### config.mk
export PLATFORM = sky130hd
export DESIGN_NAME = cdb_arbiter
export DESIGN_NICKNAME = d
export VERILOG_FILES = /design/src/rtl/cdb_arbiter.sv
export SDC_FILE = /design/constraint.sdc
export NUM_CORES = 2
export LEC_CHECK = 0
export CORE_UTILIZATION = 48
export DETAILED_ROUTE_END_ITERATION = 16
export GPL_ROUTABILITY_DRIVEN = 0
export PLACE_DENSITY = 0.7
export SLEW_MARGIN = 15
export SYNTH_ARGS = -nofsm -noshare
export SYNTH_HDL_FRONTEND = slang
export SYNTH_SLANG_ARGS = --single-unit
### constraint.sdc
create_clock -name clk -period 5.2 [get_ports clk]
set_input_delay 1.3 -clock clk [delete_from_list [all_inputs] [get_ports clk]]
set_output_delay 1.3 -clock clk [all_outputs]
set_load 0.02 [all_outputs]
### src/rtl/cdb_arbiter.sv
// Common-data-bus arbiter: per-FU result FIFOs feeding a single registered CDB broadcast.
// Fixed-priority or round-robin selection, with FIFO bypass when the winning channel is empty.
module cdb_arbiter #(
    parameter int unsigned NUM_FU    = 5,
    parameter int unsigned DATA_W    = 32,
    parameter int unsigned TAG_W     = 8,
    parameter int unsigned DEPTH     = 2,
    parameter int unsigned PRIO_MODE = 0
) (
    input  logic                       clk,
    input  logic                       rst,
    input  logic                       flush,
    input  logic [NUM_FU-1:0]          fu_valid,
    input  logic [NUM_FU*TAG_W-1:0]    fu_tag,
    input  logic [NUM_FU*DATA_W-1:0]   fu_data,
    input  logic [NUM_FU*32-1:0]       fu_pc,
    output logic [NUM_FU-1:0]          fu_ready,
    output logic                       cdb_valid,
    output logic [TAG_W-1:0]           cdb_rs_num,
    output logic [DATA_W-1:0]          cdb_data,
    output logic [31:0]                cdb_pc,
    output logic [NUM_FU-1:0]          cdb_grant
);

    localparam int unsigned PW = (DEPTH > 1) ? $clog2(DEPTH) : 1;
    localparam int unsigned CW = $clog2(DEPTH + 1);
    localparam int unsigned WW = $clog2(NUM_FU);
    localparam int          NF = int'(NUM_FU);

    logic [TAG_W-1:0]  tag_q  [NUM_FU][DEPTH];
    logic [TAG_W-1:0]  tag_d  [NUM_FU][DEPTH];
    logic [DATA_W-1:0] data_q [NUM_FU][DEPTH];
    logic [DATA_W-1:0] data_d [NUM_FU][DEPTH];
    logic [31:0]       pc_q   [NUM_FU][DEPTH];
    logic [31:0]       pc_d   [NUM_FU][DEPTH];
    logic [PW-1:0]     rd_q   [NUM_FU];
    logic [PW-1:0]     rd_d   [NUM_FU];
    logic [PW-1:0]     wr_q   [NUM_FU];
    logic [PW-1:0]     wr_d   [NUM_FU];
    logic [CW-1:0]     cnt_q  [NUM_FU];
    logic [CW-1:0]     cnt_d  [NUM_FU];
    logic [WW-1:0]     rr_q, rr_d;

    logic              valid_q, valid_d;
    logic [TAG_W-1:0]  rs_q, rs_d;
    logic [DATA_W-1:0] cdata_q, cdata_d;
    logic [31:0]       cpc_q, cpc_d;
    logic [NUM_FU-1:0] grant_q, grant_d;

    logic [NUM_FU-1:0] acc;
    logic [NUM_FU-1:0] req;
    logic              any_req;
    logic [WW-1:0]     win;

    function automatic logic [PW-1:0] ptr_inc(input logic [PW-1:0] p);
        return (p == PW'(DEPTH - 1)) ? '0 : p + 1'b1;
    endfunction

    // Ready depends only on the registered count, never on a same-cycle pop.
    always_comb begin
        fu_ready = '0;
        acc      = '0;
        req      = '0;
        for (int i = 0; i < NF; i++) begin
            fu_ready[i] = (cnt_q[i] < CW'(DEPTH));
            acc[i]      = fu_valid[i] & fu_ready[i];
            req[i]      = (cnt_q[i] != '0) | acc[i];
        end
    end

    // Descending scans leave the highest-priority requester as the final assignment.
    always_comb begin
        int idx;
        idx     = 0;
        win     = '0;
        any_req = |req;
        if (PRIO_MODE == 0) begin
            for (int i = NF - 1; i >= 0; i--) begin
                if (req[i]) win = WW'(i);
            end
        end else begin
            for (int k = NF; k >= 1; k--) begin
                idx = (int'(rr_q) + k) % NF;
                if (req[idx]) win = WW'(idx);
            end
        end
    end

    always_comb begin
        logic push;
        logic pop;
        tag_d   = tag_q;
        data_d  = data_q;
        pc_d    = pc_q;
        rd_d    = rd_q;
        wr_d    = wr_q;
        cnt_d   = cnt_q;
        rr_d    = rr_q;
        valid_d = 1'b0;
        rs_d    = '0;
        cdata_d = cdata_q;
        cpc_d   = cpc_q;
        grant_d = '0;
        push    = 1'b0;
        pop     = 1'b0;
        if (flush) begin
            for (int i = 0; i < NF; i++) begin
                cnt_d[i] = '0;
                rd_d[i]  = '0;
                wr_d[i]  = '0;
            end
            rr_d = WW'(NUM_FU - 1);
        end else begin
            for (int i = 0; i < NF; i++) begin
                // A winner with an empty FIFO takes its input straight to the CDB instead.
                push = acc[i] & ~(any_req && (win == WW'(i)) && (cnt_q[i] == '0));
                pop  = any_req && (win == WW'(i)) && (cnt_q[i] != '0);
                if (push) begin
                    tag_d[i][wr_q[i]]  = fu_tag[i*TAG_W +: TAG_W];
                    data_d[i][wr_q[i]] = fu_data[i*DATA_W +: DATA_W];
                    pc_d[i][wr_q[i]]   = fu_pc[i*32 +: 32];
                    wr_d[i]            = ptr_inc(wr_q[i]);
                end
                if (pop) begin
                    rd_d[i] = ptr_inc(rd_q[i]);
                end
                cnt_d[i] = cnt_q[i] + CW'(push) - CW'(pop);
            end
            if (any_req) begin
                valid_d      = 1'b1;
                grant_d[win] = 1'b1;
                rr_d         = win;
                if (cnt_q[win] != '0) begin
                    rs_d    = tag_q[win][rd_q[win]];
                    cdata_d = data_q[win][rd_q[win]];
                    cpc_d   = pc_q[win][rd_q[win]];
                end else begin
                    rs_d    = fu_tag[int'(win)*TAG_W +: TAG_W];
                    cdata_d = fu_data[int'(win)*DATA_W +: DATA_W];
                    cpc_d   = fu_pc[int'(win)*32 +: 32];
                end
            end
        end
    end

    always_ff @(posedge clk or negedge rst) begin
        if (!rst) begin
            for (int i = 0; i < NF; i++) begin
                for (int j = 0; j < int'(DEPTH); j++) begin
                    tag_q[i][j]  <= '0;
                    data_q[i][j] <= '0;
                    pc_q[i][j]   <= '0;
                end
                rd_q[i]  <= '0;
                wr_q[i]  <= '0;
                cnt_q[i] <= '0;
            end
            rr_q    <= WW'(NUM_FU - 1);
            valid_q <= 1'b0;
            rs_q    <= '0;
            cdata_q <= '0;
            cpc_q   <= '0;
            grant_q <= '0;
        end else begin
            tag_q   <= tag_d;
            data_q  <= data_d;
            pc_q    <= pc_d;
            rd_q    <= rd_d;
            wr_q    <= wr_d;
            cnt_q   <= cnt_d;
            rr_q    <= rr_d;
            valid_q <= valid_d;
            rs_q    <= rs_d;
            cdata_q <= cdata_d;
            cpc_q   <= cpc_d;
            grant_q <= grant_d;
        end
    end

    assign cdb_valid  = valid_q;
    assign cdb_rs_num = rs_q;
    assign cdb_data   = cdata_q;
    assign cdb_pc     = cpc_q;
    assign cdb_grant  = grant_q;

endmodule

==> results.md <==
- Worst skew pair latency: 0.63 ns
- Count of final max-slew check failures: 0
- Clock tree from TritonCTS: built
- Main synth FF type: sky130_fd_sc_hd__dfrtp_1
- Total Wirelength: 121000 um
- Cell with the most instances after synthesis: sky130_fd_sc_hd__dfrtp_1
- Post-route DRC: 0
- Die outline area: about 81000 um^2
- Fin nets: between 3000 and 4000
- Maximum number of pins on one net before global-route repair: 193
- First-pass iteration count of the detailed router: 9
- Cell count of the worst reg-to-reg path: 8
- Setup repair bufs after CTS: 0
- Antenna-violating nets left: 0
- Die height: 285 um
- Pin slew with the least headroom to its limit: 1.17 ns
- Final-report hold violation count: 0
- End of the worst register-to-register path: cdb_pc[27]$_DFFE_PN0P_
- Unrepaired setup endpoints after global routing: false
- Number of distinct library cell variants in the gate-level netlist after synthesis: 51
- Post-CTS Hold Buffers: 0
- Mapped Area: 38400 um^2
- Cell type with the highest aggregate area in the netlist: sky130_fd_sc_hd__dfrtp_1
- Synth top area cells: sky130_fd_sc_hd__dfrtp_1 53%, sky130_fd_sc_hd__mux2_2 22%, sky130_fd_sc_hd__mux4_2 3.8%
- Effective utilization at floorplan: between 40% and 50%
- Sequential-to-total area share from yosys stat: 53.3%
- CTS H-tree lvls: 3
- Vias: between 20000 and 30000
- Setup slack on the worst flop-to-flop path: about 1.9 ns
- PwrDens: 513 nW/um^2
- Largest driver fanout on the critical path: 38
- Cell area after placement: around 44000 um^2
- FF+latch count, synth: slightly above 800
- Routed length per instance: 27.9 um
- Buffers from clock root to sink, at most: 3
- Vias in the first global route: between 20000 and 30000
- HPWL after detailed placement: 76000 um
- Global-route wire length before repair: 184000 um
- Area growth from synthesis to layout: 23.3%
- Worst hold path type: reg2reg
- Final number of setup-violating endpoints: 0
- Leak: 0.0204 uW
- Clock root buffer master: sky130_fd_sc_hd__clkbuf_16
- Count of warnings emitted by yosys: 0
- Shortest period the worst path allows: 3.98 ns
- Final design utilization: 59.9%
- Via-to-Cell Ratio: 6.30
- Worst min-delay path endpoint: data_q[283]$_DFFE_PN0P_
- Floorplan core area: 79000 um^2
- Combined global-route utilization of all metal layers: 29.8%
- Clock buffers created by TritonCTS: 88
- Setup total negative slack: 0 ns
- Final period utilization: roughly three quarters
- Result of the run: complete, no violations
- Count of input and output buffers: 450
- Required @ worst endpoint: 5.68 ns
- Count of cells along the worst hold path: 1
- Number of core rows: 103
- Detailed router's first-iteration violation count: 2575
- Die span in x: 285 um
- Avg Inst Size Synth: 13.7 um^2
- Worst Hold Launch: data_q[283]$_DFFE_PN0P_
- Async set-or-reset flop fraction in the synthesized netlist: 100%
- Count of max-cap constraint violations: 0
- Fmax achieved: 0.251 GHz
- Resized Gates After CTS: 0
- Number of antenna violations at the first check in global routing: 34
- EDFF count, synth: 0
- Number of nets produced by synthesis: 3172
- Area share of the leading cell type in the synthesized netlist: 53.3%
- Peak ir drop on the vdd network: 0.260 mV
- Worst path arrival time: 4.47 ns
- Clock sink count: 818
- Area of all placed cells without fillers: between 40000 and 50000 um^2
- Startpoint class of the critical path: input pin
- Clock transition time at the flip-flop clock pins of the worst setup and hold paths: 0.06 ns
- Layout cell share with drive strength beyond 1: between 30% and 40%
- Relative slew slack: between 20% and 30%
- Number of top-level pins: 451
- Synthesized instance count: 2794
- Launching point of the worst reg2reg path: cnt_q[4]$_DFF_PN0_
- Overflow left after global routing: 0
- Worst clock skew on the final layout: between 0.02 and 0.025 ns
- Endpoint class of the critical path: flip-flop
- Setup CP Type: in2reg
- Leading cell types by count after synthesis: 818 x sky130_fd_sc_hd__dfrtp_1, 751 x sky130_fd_sc_hd__mux2_2, 141 x sky130_fd_sc_hd__mux2i_1, 126 x sky130_fd_sc_hd__a22oi_1, 96 x sky130_fd_sc_hd__clkbuf_1
how the worst max path moves through the flow:
stage	from	endpoint	slack [ns]
final	fu_valid[2]	cdb_pc[27]$_DFFE_PN0P_	1.22
after global routing	fu_valid[2]	cdb_rs_num[7]$_DFF_PN0_	1.07
after CTS	fu_valid[2]	cdb_pc[27]$_DFFE_PN0P_	1.29
after detailed placement	fu_valid[2]	cdb_pc[25]$_DFFE_PN0P_	0.63
after global placement	fu_valid[2]	cdb_pc[25]$_DFFE_PN0P_	0.66
after floorplan	fu_valid[0]	cnt_q[3]$_DFF_PN0_	1.64
placed cells by master (no fill, tap or decap), types with 34 or more instances in the layout:
cell / instances
sky130_fd_sc_hd__clkbuf_16: 91
sky130_fd_sc_hd__mux2_2: 751
sky130_fd_sc_hd__a21oi_1: 75
sky130_fd_sc_hd__a22oi_1: 126
sky130_fd_sc_hd__mux2_4: 36
sky130_fd_sc_hd__nand2_1: 88
sky130_fd_sc_hd__mux2i_1: 141
sky130_fd_sc_hd__a211oi_1: 77
sky130_fd_sc_hd__buf_12: 34
sky130_fd_sc_hd__o21ai_0: 73
sky130_fd_sc_hd__mux4_2: 64
sky130_fd_sc_hd__nor2_1: 35
sky130_fd_sc_hd__dfrtp_1: 818
sky130_fd_sc_hd__a222oi_1: 64
sky130_fd_sc_hd__o22ai_1: 89
sky130_fd_sc_hd__buf_4: 34
sky130_fd_sc_hd__clkdlybuf4s50_1: 449
layout make-up:
type | count | area, um^2
fill | 6013 | 31700
sequential | 818 | 20500
multi-input combinational | 1750 | 17000
timing repair buffer | 518 | 5450
clock buffer | 140 | 2740
tap | 1050 | 1310
clock inverter | 23 | 260
antenna | 22 | 55.1
inverter | 11 | 41.3
where the power goes:
part           leakage [uW]  internal (uW)  switching (uW)
Sequential           0.0101           8830            1410
Clock               0.00148           3860            2620
Combinational       0.00887           4100            3460
Total                0.0204          16800            7490
metal layers:
layer / track usage, % / vias to the layer above / part of all wire (%)
met2: 49.6 / 1221 / 49
met5: 0 / - / 0.13
met4: 11.5 / 26 / 3.1
met3: 5.82 / 253 / 7.6
li1: - / 11500 / -
met1: 38.5 / 14300 / 40
registers in the layout (all words and copies together), names as in the netlist:
| signal | count |
|---|---|
| cdb_data | 32 |
| cdb_grant | 5 |
| cdb_pc | 32 |
| cdb_rs_num | 8 |
| cdb_valid | 1 |
| cnt_q | 10 |
| data_q | 320 |
| pc_q | 320 |
| rd_q | 5 |
| tag_q | 80 |
| wr_q | 5 |
logic make-up after synthesis:
group | Yosys count | share of synthesized area [%]
flops | 818 | 53.3
compound gates | 539 | 9.90
simple gates | 184 | 2.20
xor+xnor | 20 | 0.456
fa+ha+maj | 10 | 0.326
buf+inv | 226 | 2.75
mux | 997 | 31.0
worst max-delay path, stage by stage:
cell and delay (ns):
sky130_fd_sc_hd__clkdlybuf4s50_1 0.54, sky130_fd_sc_hd__or3_1 0.45, sky130_fd_sc_hd__o21ai_1 0.25, sky130_fd_sc_hd__a21boi_1 0.16, sky130_fd_sc_hd__o21ai_4 0.53, sky130_fd_sc_hd__buf_12 0.37
sky130_fd_sc_hd__mux2_4 0.33, sky130_fd_sc_hd__a211oi_1 0.37, sky130_fd_sc_hd__a21oi_1 0.14
per-stage QoR:
step                      hold slack, ns  worst slack [ns]  power (uW)  std cells
final                              0.500              1.22       24300       4332
after global routing               0.508              1.07       25400       4326
after CTS                          0.501              1.29       24400       4310
after detailed placement           0.488             0.635       17800       4147
after global placement             0.480             0.664       17400       4147
after floorplan                    0.472              1.64       14900       2794
No activity file was read; power rests on OpenSTA's default activity.
